--- src/rtl/regfile_write_arbiter.sv ---
// Round-robin arbiter merging three register-file write ports into one write strobe.
// Grants are combinational; the winning write is presented one cycle later with pending tracking.
module regfile_write_arbiter #(
    parameter int unsigned NUM_REQ  = 3,
    parameter int unsigned NUM_REGS = 16,
    localparam int unsigned IDX_W   = 5,
    localparam int unsigned DATA_W  = 32
) (
    input  logic                      i_clk,
    input  logic                      i_reset,
    input  logic                      i_stall,
    input  logic [NUM_REQ-1:0]        i_req_valid,
    input  logic [NUM_REQ*IDX_W-1:0]  i_req_reg,
    input  logic [NUM_REQ*DATA_W-1:0] i_req_val,
    output logic [NUM_REQ-1:0]        o_req_ready,
    output logic                      o_rf_write,
    output logic [IDX_W-1:0]          o_rf_ctrl_write,
    output logic [DATA_W-1:0]         o_rf_write_val,
    output logic [NUM_REGS-1:0]       o_pending,
    output logic                      o_err
);

    localparam int unsigned GNT_W = $clog2(NUM_REQ);

    logic [GNT_W-1:0]    last_grant_q, last_grant_d;
    logic [GNT_W-1:0]    start_c, idx_c, grant_idx_c;
    logic [NUM_REQ-1:0]  grant_c;
    logic [IDX_W-1:0]    sel_reg_c;
    logic [DATA_W-1:0]   sel_val_c;
    logic                transfer_c, in_range_c;

    logic                rf_write_q, rf_write_d;
    logic                err_q, err_d;
    logic [IDX_W-1:0]    ctrl_q, ctrl_d;
    logic [DATA_W-1:0]   val_q, val_d;
    logic [NUM_REGS-1:0] pending_q, pending_d;

    // Rotating-priority grant, starting one past the last winner
    always_comb begin
        grant_c     = '0;
        grant_idx_c = '0;
        idx_c       = '0;
        start_c     = (32'(last_grant_q) == NUM_REQ - 1) ? '0 : last_grant_q + 1'b1;
        if (!i_reset && !i_stall) begin
            for (int unsigned k = 0; k < NUM_REQ; k++) begin
                idx_c = GNT_W'((32'(start_c) + k) % NUM_REQ);
                if (grant_c == '0 && i_req_valid[idx_c]) begin
                    grant_c[idx_c] = 1'b1;
                    grant_idx_c    = idx_c;
                end
            end
        end
    end

    // Payload mux for the granted requester
    always_comb begin
        sel_reg_c = '0;
        sel_val_c = '0;
        for (int n = 0; n < int'(NUM_REQ); n++) begin
            if (grant_c[n]) begin
                sel_reg_c = i_req_reg[n*IDX_W +: IDX_W];
                sel_val_c = i_req_val[n*DATA_W +: DATA_W];
            end
        end
    end

    assign transfer_c = |grant_c;
    assign in_range_c = 32'(sel_reg_c) < NUM_REGS;

    // Output stage and pending scoreboard next state; a set beats a same-cycle clear
    always_comb begin
        last_grant_d = last_grant_q;
        rf_write_d   = 1'b0;
        err_d        = 1'b0;
        ctrl_d       = ctrl_q;
        val_d        = val_q;
        pending_d    = pending_q;
        if (rf_write_q) begin
            pending_d = pending_d & ~(NUM_REGS'(1) << ctrl_q);
        end
        if (transfer_c) begin
            last_grant_d = grant_idx_c;
            ctrl_d       = sel_reg_c;
            val_d        = sel_val_c;
            rf_write_d   = in_range_c;
            err_d        = !in_range_c;
            if (in_range_c) begin
                pending_d = pending_d | (NUM_REGS'(1) << sel_reg_c);
            end
        end
    end

    always_ff @(posedge i_clk) begin
        if (i_reset) begin
            last_grant_q <= GNT_W'(NUM_REQ - 1);
            rf_write_q   <= 1'b0;
            err_q        <= 1'b0;
            ctrl_q       <= '0;
            val_q        <= '0;
            pending_q    <= '0;
        end else begin
            last_grant_q <= last_grant_d;
            rf_write_q   <= rf_write_d;
            err_q        <= err_d;
            ctrl_q       <= ctrl_d;
            val_q        <= val_d;
            pending_q    <= pending_d;
        end
    end

    // Reset raised during an output cycle cancels that write before the file captures it
    assign o_req_ready     = grant_c;
    assign o_rf_write      = rf_write_q & ~i_reset;
    assign o_err           = err_q & ~i_reset;
    assign o_rf_ctrl_write = ctrl_q;
    assign o_rf_write_val  = val_q;
    assign o_pending       = pending_q;

endmodule

--- config.mk ---
export PLATFORM = sky130hd
export DESIGN_NAME = regfile_write_arbiter
export DESIGN_NICKNAME = d
export VERILOG_FILES = /design/src/rtl/regfile_write_arbiter.sv
export SDC_FILE = /design/constraint.sdc
export NUM_CORES = 1
export LEC_CHECK = 0
export CAP_MARGIN = 20
export CORE_MARGIN = 3
export CORE_UTILIZATION = 39
export DETAILED_ROUTE_END_ITERATION = 7
export MAX_ROUTING_LAYER = met4
export PLACE_DENSITY = 0.93
export REMOVE_ABC_BUFFERS = 1
export SYNTH_ARGS = -nofsm -noshare
export SYNTH_HDL_FRONTEND = slang
export SYNTH_SLANG_ARGS = --single-unit
--- constraint.sdc ---
create_clock -name i_clk -period 3.5 [get_ports i_clk]
set_input_delay 0.35 -clock i_clk [delete_from_list [all_inputs] [get_ports i_clk]]
set_output_delay 0.35 -clock i_clk [all_outputs]
set_load 0.02 [all_outputs]
==> impl_metrics.csv <==
group,metric,value,unit
run_status,status,"complete, no violations",
routing,wl_met1,3.77,mm
routing,met3_length,823,µm
grt,grt_max_degree,34,
setup_path,cp-start-kind,"input pin",
cts,cts_buffer_depth,2,
finish,drive_gt1_share,7.25,%
timing,fmax,0.367,GHz
finish,instances_no_fill,560,
setup_path,path_max_fanout,9,
power,pwr-share-comb,27.9,%
routing,drt_pass1_iterations,5,
setup_path,cp.arrival,2.37,ns
setup_path,worstReg2RegStart,"last_grant_q[1]",
synthesis,netlist_instances,306,
setup_path,crit_start,"i_req_valid[1]",
power,pwr-share-seq,43.0,%
power,ir_worst_vdd,0.220,mV
routing,route.detailed.drc,0,
setup_path,critical_path_depth,5,
cts,postCtsSetupBuffers,0,
timing,fin_worst_skew,0.00752,ns
place,io_buffer_count,174,
place,place.detailed.hpwl,7.89,mm
setup_path,crit_type,"input pin to output pin",
timing,period_needed,2.72,ns
cts,ctsHoldBuffers,0,
routing,routed_via_density,5.73,
setup_path,r2r_slack,1.38,ns
synthesis,ys_warn_count,0,
timing,rsz0062_at_grt,"no",
power,p_sw_share,29.4,%
place,dp_cells,544,
cts,ctsResizeCount,0,
synthesis,ys_ff_latch,57,
power,powerDensity,371,mW/mm²
grt,grt_pass1_wl,15.2,mm
die,die-area,0.00788,mm²
synthesis,syn_avg_cell_area,8.73,µm²
grt,grt-ovfl-total,0,
synthesis,synth_cell_types,46,
grt,first_global_vias,3238,
finish,antennaDiodeCount,0,
setup_path,r2r_end,"o_pending[9]",
die,fp-row-count,29,
cts,path_clk_slew,0.06,ns
finish,nFillCells,481,
synthesis,synthArstFlopShare,0,%
flow_run,maxCapViolCount,0,
grt,grt_usage,25.9,%
synthesis,ys_seq_area_share,42.7,%
grt,grt_antenna_before_repair,0,
cts,cts_num_sinks,57,
timing,setup_viol,0,
routing,wirelength,10.1,mm
power,p_clk_share,29.1,%
routing,drt_iter0_drc,163,
finish,final_cell_mix,"clkdlybuf4s50_1 (174), a22oi_1 (62), dfxtp_1 (57), nand2_1 (53), nand3_1 (16)",
cts,clk_latency,0.33,ns
die,fp.dieW,88.8,µm
routing,routed.top_layer,"met4",
synthesis,ys.flop_type,"dfxtp_1",
routing,ant_nets,0,
timing,tightest_slew,0.516,ns
finish,layout.nets,595,
synthesis,synth_edf_count,0,
cts,h-tree-depth,3,
power,p_int,0.00121,W
setup_path,crit_family,"buffers and inverters",
finish,layout_commonest_cell,"clkdlybuf4s50_1",
timing,drv_slew,0,
setup_path,reg2reg_depth,6,
cts,cts-root-buf,"clkbuf_8",
setup_path,cp_cell_sequence,"clkdlybuf4s50_1 -> and2b_4 -> a2bb2oi_1 -> nor2_2 -> clkdlybuf4s50_1",
setup_path,cpMostUsedCell,"clkdlybuf4s50_1",
timing,slew_headroom,65.5,%
die,start_util,41.1,%
power,power_leakage,1.76,nW
power,switchingPower,0.000504,W
finish,area_delta_synth_final,73.3,%
setup_path,worst_path_max_delay_cell,"clkdlybuf4s50_1",
setup_path,cp_slowest_stage_delay,0.66,ns
setup_path,required,3.15,ns
die,pin_count,175,
timing,fin_crit_sh,77.8,%
setup_path,crit_buf_inv,2,
die,core,0.00649,mm²
setup_path,critPathCapture,"o_req_ready[2]",
timing,setup_tns,0,ns
routing,vias,3207,
finish,seq_area,0.00114,mm²
routing,wl_met2,5.25,mm
setup_path,cp-end-kind,"output pin",
cts,numCtsBuffers,9,
synthesis,syn_area,0.00267,mm²
routing,post_drt_wl_per_cell,18.0,µm
finish,multi_input_area,0.00143,mm²
place,place_congestion,0.931,
timing,finalHoldViolations,0,
cts,cts_tree,"built",
hold_path,hold_path.class,"flip-flop to flip-flop",
die,fp.dieH,88.8,µm
[sequential cells by signal, indices dropped and copies added, names as in the netlist]
| register | flops |
|---|---|
| o_pending | 16 |
| o_rf_write_val | 32 |
| rf_write_q | 1 |
| last_grant_q | 2 |
| err_q | 1 |
| o_rf_ctrl_write | 5 |
[synth_stat cells (all sizes together) (3+ instances only)]
| library cell | instances | area, µm² |
|---|---|---|
| a22oi | 64 | 490 |
| dfxtp | 57 | 1140 |
| nand2 | 53 | 199 |
| nand3 | 16 | 80.1 |
| o21ai | 15 | 86.3 |
| nor2 | 12 | 45.0 |
| clkbuf | 11 | 41.3 |
| buf | 9 | 51.3 |
| nor2b | 8 | 50.1 |
| o31ai | 8 | 60.1 |
| a21oi | 6 | 30.0 |
| nor3 | 5 | 30.0 |
| a221oi | 4 | 53.8 |
| a22o | 4 | 43.8 |
| inv | 4 | 15.0 |
| a21o | 3 | 22.5 |
| o311ai | 3 | 26.3 |
[worst register-to-register path: stages (launching register included)]
cell,delay [ns]
dfxtp_1,0.44
nand2b_2,0.23
a2bb2oi_1,0.41
nor2_1,0.13
nor3_2,0.31
nand3_1,0.23
a221oi_2,0.30
[worst min path at each step]
stage                             startpoint  slack [ns]  cells past startpoint            endpoint
after detailed placement  o_rf_write_val[30]        0.47                      2  o_rf_write_val[30]
final                     o_rf_ctrl_write[4]        0.48                      2  o_rf_ctrl_write[4]
after floorplan                      i_reset        0.42                      1        o_pending[8]
after CTS                 o_rf_ctrl_write[4]        0.48                      2  o_rf_ctrl_write[4]
after global placement    o_rf_write_val[15]        0.46                      2  o_rf_write_val[15]
after global routing      o_rf_write_val[12]        0.51                      2  o_rf_write_val[12]
[final cells by class]
class	count	share of cell area, %
multi-input cells	225	30.8
repair buffers	181	38.8
clock inverters	4	0.432
inverters	4	0.324
well taps	77	2.08
flip-flops and latches	57	24.6
clock buffers	12	2.92
[power groups by stage]
stage               logic (W)  registers [W]  clock network [W]
finish               0.000480       0.000739           0.000499
detailed placement   0.000478       0.000751                  0
global placement     0.000467       0.000747                  0
floorplan            0.000134       0.000803                  0
CTS                  0.000480       0.000738           0.000506
global route         0.000510       0.000744           0.000553
[cells by family (layout without fill, tap and decap cells)]
logic type	after synthesis	after routing	share of synthesized area [%]
muxes	1	1	0.375
AOI/OAI and AO/OA	117	117	33.9
DFF	57	57	42.7
buffers and inverters	24	201	4.03
and+or+nand+nor	107	107	19.0
[through the flow]
step | setup WS (ns) | area (µm²) | hold WS [ns] | utilization, % | power, W
after detailed placement | 0.780 | 4470 | 0.468 | 68.9 | 0.00123
after floorplan | 1.12 | 2580 | 0.416 | - | 0.000937
after global placement | 0.823 | 4470 | 0.459 | 68.9 | 0.00121
after global routing | 0.667 | 4630 | 0.508 | 71.3 | 0.00181
after CTS | 0.778 | 4630 | 0.484 | 71.3 | 0.00172
final | 0.776 | 4630 | 0.479 | 71.3 | 0.00172
[per-layer routing]
| layer | vias up | track usage, % |
|---|---|---|
| met5 | - | - |
| met4 | 0 | 10.2 |
| met3 | 20 | 5.68 |
| met2 | 189 | 44.7 |
| met1 | 1489 | 29.0 |
| li1 | 1509 | - |
Note: power is estimated with default switching activity, not from simulation.
